[config.mk]
export PLATFORM = sky130hd
export DESIGN_NAME = clock_step_ctrl
export DESIGN_NICKNAME = d
export VERILOG_FILES = /design/src/rtl/clock_step_ctrl_pkg.sv /design/src/rtl/clock_step_ctrl_edge.sv /design/src/rtl/clock_step_ctrl.sv
export SDC_FILE = /design/constraint.sdc
export NUM_CORES = 1
export LEC_CHECK = 0
export BUFFER_PORTS_ARGS = -buffer_cell sky130_fd_sc_hd__buf_2
export CAP_MARGIN = 20
export CORE_MARGIN = 1
export CORE_UTILIZATION = 55
export CTS_CLUSTER_DIAMETER = 40
export CTS_CLUSTER_SIZE = 25
export DETAILED_ROUTE_END_ITERATION = 16
export PLACE_DENSITY = 0.79
export SETUP_SLACK_MARGIN = 0.15
export SLEW_MARGIN = 20
export SYNTH_ARGS = -nofsm -noshare
export SYNTH_HDL_FRONTEND = slang
export SYNTH_SLANG_ARGS = --single-unit
[constraint.sdc]
create_clock -name clk -period 2.6 [get_ports clk]
set_input_delay 0.52 -clock clk [delete_from_list [all_inputs] [get_ports clk]]
set_output_delay 0.52 -clock clk [all_outputs]
set_load 0.01 [all_outputs]
[src/rtl/clock_step_ctrl_pkg.sv]
// Shared definitions for the CPU clock-step controller.
// Holds the mode encodings driven on the state output, the board prescale
// constant used by the clock divider that feeds tick_lvl, and a small helper
// for breakpoint qualification.
// Optional feature macro used by the top: CLOCK_STEP_CYCLE_COUNT_EN.
package clock_step_ctrl_pkg;

  // Divider ratio between clk and the CPU clock level (tick_lvl period in clk).
  localparam int CSC_PRESCALE = 10;

  // Debug modes; the numeric values are visible to software on the state port.
  typedef enum logic [1:0] {
    CSC_HALTED = 2'd0,
    CSC_RUN    = 2'd1,
    CSC_STEP   = 2'd2,
    CSC_BREAK  = 2'd3
  } csc_state_e;

  // A breakpoint stops the CPU unless we have just been released from it and
  // have not yet let the CPU move past the breakpoint address.
  function automatic logic csc_brk_hit(input logic brk, input logic skip_brk);
    return brk & ~skip_brk;
  endfunction

endpackage

[src/rtl/clock_step_ctrl_edge.sv]
// Single-flop rising-edge detector for a level that is already synchronous
// to clk. The delayed copy resets to RST_VAL so that a level already high when
// reset is released is not mistaken for an edge.
module edge_rise_det #(
  parameter logic RST_VAL = 1'b1
) (
  input  logic clk,
  input  logic reset,
  input  logic i_lvl,
  output logic o_rise
);

  logic r_lvl_q;

  // Previous-cycle copy of the level.
  always_ff @(posedge clk or posedge reset) begin
    if (reset) begin
      r_lvl_q <= RST_VAL;
    end else begin
      r_lvl_q <= i_lvl;
    end
  end

  assign o_rise = i_lvl & ~r_lvl_q;

endmodule

[src/rtl/clock_step_ctrl.sv]
// CPU clock-step controller.
// Turns rising edges of the divided CPU clock level into one-clk CPU enables
// and gates them by debug mode: free run, halted, step N cycles, or stopped
// at a breakpoint. Enables and step_done are registered (1 clk after the tick).
// Optional feature: define CLOCK_STEP_CYCLE_COUNT_EN to add the cycle_cnt
// output counting every issued enable (CYC_W bits, wrapping).
module clock_step_ctrl
  import clock_step_ctrl_pkg::*;
#(
  parameter int STEP_W = 16
`ifdef CLOCK_STEP_CYCLE_COUNT_EN
  ,
  parameter int CYC_W  = 32
`endif
) (
  input  logic              clk,
  input  logic              reset,
  input  logic              tick_lvl,
  input  logic              run,
  input  logic              halt_req,
  input  logic              step_req,
  input  logic [STEP_W-1:0] step_n,
  input  logic              brk,
  input  logic              brk_clr,
  output logic              cpu_en,
  output logic [1:0]        state,
  output logic              step_done
`ifdef CLOCK_STEP_CYCLE_COUNT_EN
  ,
  output logic [CYC_W-1:0]  cycle_cnt
`endif
);

  logic              w_tick;
  logic              w_brk_hit;

  csc_state_e        r_state;
  csc_state_e        w_state_nxt;
  logic [STEP_W-1:0] r_remaining;
  logic [STEP_W-1:0] w_remaining_nxt;
  logic              r_skip_brk;
  logic              w_skip_brk_nxt;
  logic              r_cpu_en;
  logic              w_cpu_en_nxt;
  logic              r_step_done;
  logic              w_step_done_nxt;

  // One-clk tick per 0->1 of the divided clock level.
  edge_rise_det #(
    .RST_VAL (1'b1)
  ) u_tick_det (
    .clk    (clk),
    .reset  (reset),
    .i_lvl  (tick_lvl),
    .o_rise (w_tick)
  );

  assign w_brk_hit = csc_brk_hit(brk, r_skip_brk);

  // Mode register plus the registered enable/done pulses and step bookkeeping.
  always_ff @(posedge clk or posedge reset) begin
    if (reset) begin
      r_state     <= CSC_HALTED;
      r_remaining <= '0;
      r_skip_brk  <= 1'b0;
      r_cpu_en    <= 1'b0;
      r_step_done <= 1'b0;
    end else begin
      r_state     <= w_state_nxt;
      r_remaining <= w_remaining_nxt;
      r_skip_brk  <= w_skip_brk_nxt;
      r_cpu_en    <= w_cpu_en_nxt;
      r_step_done <= w_step_done_nxt;
    end
  end

  // Next mode and pulse decisions. Priority inside a mode:
  // halt/run-drop first, then breakpoint, then the normal tick action.
  always_comb begin
    w_state_nxt     = r_state;
    w_remaining_nxt = r_remaining;
    w_skip_brk_nxt  = r_skip_brk;
    w_cpu_en_nxt    = 1'b0;
    w_step_done_nxt = 1'b0;

    case (r_state)
      CSC_HALTED: begin
        // Free run wins over a simultaneous step request.
        if (run) begin
          w_state_nxt = CSC_RUN;
        end else if (step_req) begin
          if (step_n != '0) begin
            w_state_nxt     = CSC_STEP;
            w_remaining_nxt = step_n;
          end else begin
            // Empty burst: report completion without touching the CPU.
            w_step_done_nxt = 1'b1;
          end
        end
      end

      CSC_RUN: begin
        if (!run || halt_req) begin
          // A tick arriving in this clk is dropped.
          w_state_nxt = CSC_HALTED;
        end else if (w_tick) begin
          if (w_brk_hit) begin
            w_state_nxt = CSC_BREAK;
          end else begin
            w_cpu_en_nxt   = 1'b1;
            w_skip_brk_nxt = 1'b0;
          end
        end
      end

      CSC_STEP: begin
        if (halt_req) begin
          // Abort: burst ends early but still reports completion.
          w_state_nxt     = CSC_HALTED;
          w_step_done_nxt = 1'b1;
          w_remaining_nxt = '0;
        end else if (w_tick) begin
          if (w_brk_hit) begin
            // Burst discarded silently; the break state tells the story.
            w_state_nxt     = CSC_BREAK;
            w_remaining_nxt = '0;
          end else begin
            w_cpu_en_nxt    = 1'b1;
            w_skip_brk_nxt  = 1'b0;
            w_remaining_nxt = r_remaining - STEP_W'(1);
            if (r_remaining == STEP_W'(1)) begin
              // step_done coincides with the last enable of the burst.
              w_state_nxt     = CSC_HALTED;
              w_step_done_nxt = 1'b1;
            end
          end
        end
      end

      CSC_BREAK: begin
        // Leaving the breakpoint arms a one-shot skip so the CPU can step
        // off the breakpoint address even while brk is still asserted.
        if (brk_clr) begin
          w_state_nxt    = CSC_HALTED;
          w_skip_brk_nxt = 1'b1;
        end
      end

      default: begin
        w_state_nxt = CSC_HALTED;
      end
    endcase
  end

  assign cpu_en    = r_cpu_en;
  assign state     = r_state;
  assign step_done = r_step_done;

`ifdef CLOCK_STEP_CYCLE_COUNT_EN
  logic [CYC_W-1:0] r_cycle_cnt;

  // Running count of enables handed to the CPU; wraps, cleared only by reset.
  always_ff @(posedge clk or posedge reset) begin
    if (reset) begin
      r_cycle_cnt <= '0;
    end else if (w_cpu_en_nxt) begin
      r_cycle_cnt <= r_cycle_cnt + CYC_W'(1);
    end
  end

  assign cycle_cnt = r_cycle_cnt;
`endif

endmodule

==> flow_summary.toml <==
[synth]
ys_ff_latch = 22
ys_types = 41
yosysTopAreaCellShare_pct = 35.50
syn_inst = 175
yosys.area.top_type = "dfrtp_1"
async_flop_share_pct = 100.0
syn_area_per_cell_sq_um = 8.458
synth_fp_nets = 206
yosys_most_used_dff = "dfrtp_1"
ys_seq_area_share_pct = 37.28
yosysWarnings = 0
synth_edf_count = 0
synthesis.area_sq_mm = 0.001480
synth_area_leaders = "dfrtp_1 (36%), o21ai_0 (9.8%), ha_1 (5.9%), a22oi_1 (5.6%), nor2_1 (5.1%)"

[layout]
final_cell_mix = "o21ai_0 (28), buf_2 (27), dfrtp_1 (21)"
finalInstanceArea_sq_mm = 0.001698
fin_nets = 236
final_common_cell = "o21ai_0"
layout-drive-gt1-share_pct = 21.08
fill_cells = 212
antenna_cells = 0
synthToLayoutAreaGrowth_pct = 14.71

[place]
gp_congestion = 0.9063
hpwl_microns = 2606
port_buffers = 27
dpl_cell_area_sq_mm = 0.001659

[die]
placementRows = 18
start_util_pct = 59.21
die_x_microns = 53.88
dieHeight_microns = 53.88
core_sq_mm = 0.002500
die_area_sq_mm = 0.002903
io_pins = 28

[pwr]
max-vdd-ir-drop_uv = 670.4
power.leakage_nw = 0.7601
power_density_mw_per_mm2 = 959.5

[grt]
grt-ovfl-total = 0
grt_max_degree = 23
antenna_found_initial = 0
grt_first_pass_wirelength_microns = 5727
grt.total_usage_pct = 27.30
grt_pass1_vias = 1365

[timing]
relSlewSlack_pct = 43.54
tns_ps = 0
setup_viol = 0
drv_slew = 0
finalClockSkew_ps = 1.577
tightest_slew_ps = 845.9
min_period_ps = 2302
finalCritPeriodShare_pct = 88.55
finalHoldViolCount = 0
fmax_mhz = 434.3
rsz0062_at_grt = "no"

[routing]
drc_errors = 0
vias = 1466
postRouteWirelength_microns = 3448
vias_per_cell = 6.265
wl_per_cell_microns = 14.74
drtIter0Drc = 54
ant_nets = 0
firstDrtPassIters = 4

[clock_tree]
hold_buffers = 0
numCtsBuffers = 3
clock_path_buffers = 2
cts_sinks = 22
clock-root-buffer = "clkbuf_4"
cts.clk_slew.worst_paths_ps = 120
cts.htree.levels = 1
cts_tree = "yes"
insertion_delay_ps = 310

[critical_path]
end_kind = "flip-flop"
crit_arrival_ps = 2510
critPathKind = "reg2reg"
worstPathRequired_ps = 2810
path_cells = "or4_4 -> or4_1 -> nor2_1 -> o221a_4 -> mux2_4"
worstPathMaxFanout = 6
start_kind = "flip-flop"
cpMaxStageDelayCell = "or4_4"
cpPeakStageDelay_ps = 570
critPathBufInv = 0
cp_top_family = "simple AND/OR/NAND/NOR gates"

[min_path]
hp-class = "in2reg"

[job]
drv_cap = 0

[status]
status = "complete, no violations"
## cell usage after synthesis, types with 2 or more instances
library cell / n
inv_1: 8
nor2b_1: 3
or4_1: 3
nor2_1: 20
a22oi_1: 11
ha_1: 7
nand2_1: 3
nor3_1: 8
nand3b_1: 2
nor4_1: 3
clkbuf_2: 2
a32oi_1: 3
clkbuf_1: 3
dfrtp_1: 21
nand4_1: 2
buf_2: 2
nand3_1: 2
a31oi_1: 2
nand2b_1: 7
a21oi_1: 14
o21ai_0: 29
## final cells by class
class,count,area [sq um],area share [%]
Clock buffer,4,36.28,2.137
Inverter,9,33.78,1.990
Multi-Input combinational cell,137,865.8,50.99
Sequential cell,22,551.8,32.50
Tap cell,30,37.54,2.211
Timing Repair Buffer,32,172.7,10.17
## where the power goes
part | internal, mW | switching [mW] | leakage [nW]
clock | 0.0855 | 0.102 | 0.0210
sequential | 0.479 | 0.148 | 0.278
combinational | 0.347 | 0.466 | 0.461
total | 0.912 | 0.717 | 0.760
## timing repair
item                                    in CTS  in global routing
hold endpoints to repair                     0                  0
resized for setup                            0                  1
buffers inserted                             0                  0
endpoints found under the setup margin       0                  4
## routing by layer
metal	GRT usage, %	up-vias	part of all wire, %
met5	0	-	0
met4	17.98	0	1.8
met3	5.650	7	6.3
met2	41.98	56	49
met1	34.27	687	43
li1	-	716	-
## flip-flops by register name, indices dropped and copies added (netlist names)
name and flops:
r_remaining 16, r_skip_brk 1, u_tick_det.r_lvl_q 1, state 2, step_done 1, cpu_en 1
## worst register-to-register path, delay by kind of cell (launching register included)
| family | cells | cell delay (ps) |
|---|---|---|
| AO/OA/AOI/OAI | 1 | 220 |
| flip-flops | 1 | 460 |
| multiplexers | 1 | 290 |
| AND/OR/NAND/NOR | 3 | 1220 |
## through the flow
step | power [mW] | util [%] | hold slack (ps) | worst slack, ps | cells
after detailed placement | 1.433 | 66.37 | 518.1 | 172.9 | 230
final | 1.629 | 67.92 | 305.1 | 297.6 | 234
after CTS | 1.624 | 67.82 | 301.3 | 317.1 | 234
after global placement | 1.399 | 66.37 | 502.8 | 188.9 | 230
after floorplan | 1.206 | - | 472.0 | 350.5 | 175
after global routing | 1.775 | 67.92 | 290.0 | 169.4 | 234
## kinds of logic (layout without fill, tap and decap cells)
group,count (synthesis),count (layout),synth area share (%)
AND/OR/NAND/NOR,58,58,20.79
multiplexers,3,3,2.451
AO/OA/AOI/OAI,69,69,29.16
flip-flops,22,22,37.28
adder cells (fa/ha/maj),7,7,5.917
buffers and inverters,16,45,4.395
## worst paths after layout
path                                                  from                      endpoint  slack (ps)  cells after the start
worst max-delay path            r_remaining[6]$_DFFE_PP0P_          state[0]$_DFFE_PP0P_         300                      5
worst min-delay path                              tick_lvl  u_tick_det.r_lvl_q$_DFF_PP1_         310                      1
worst max register to register  r_remaining[6]$_DFFE_PP0P_          state[0]$_DFFE_PP0P_         300                      5
worst min register to register      r_skip_brk$_DFFE_PP0P_        r_skip_brk$_DFFE_PP0P_         550                      1
max in group asynchronous                            reset    r_remaining[4]$_DFFE_PP0P_        1720                      2
min in group asynchronous                            reset              cpu_en$_DFF_PP0_         360                      2
No activity file was read; power rests on OpenSTA's default activity.
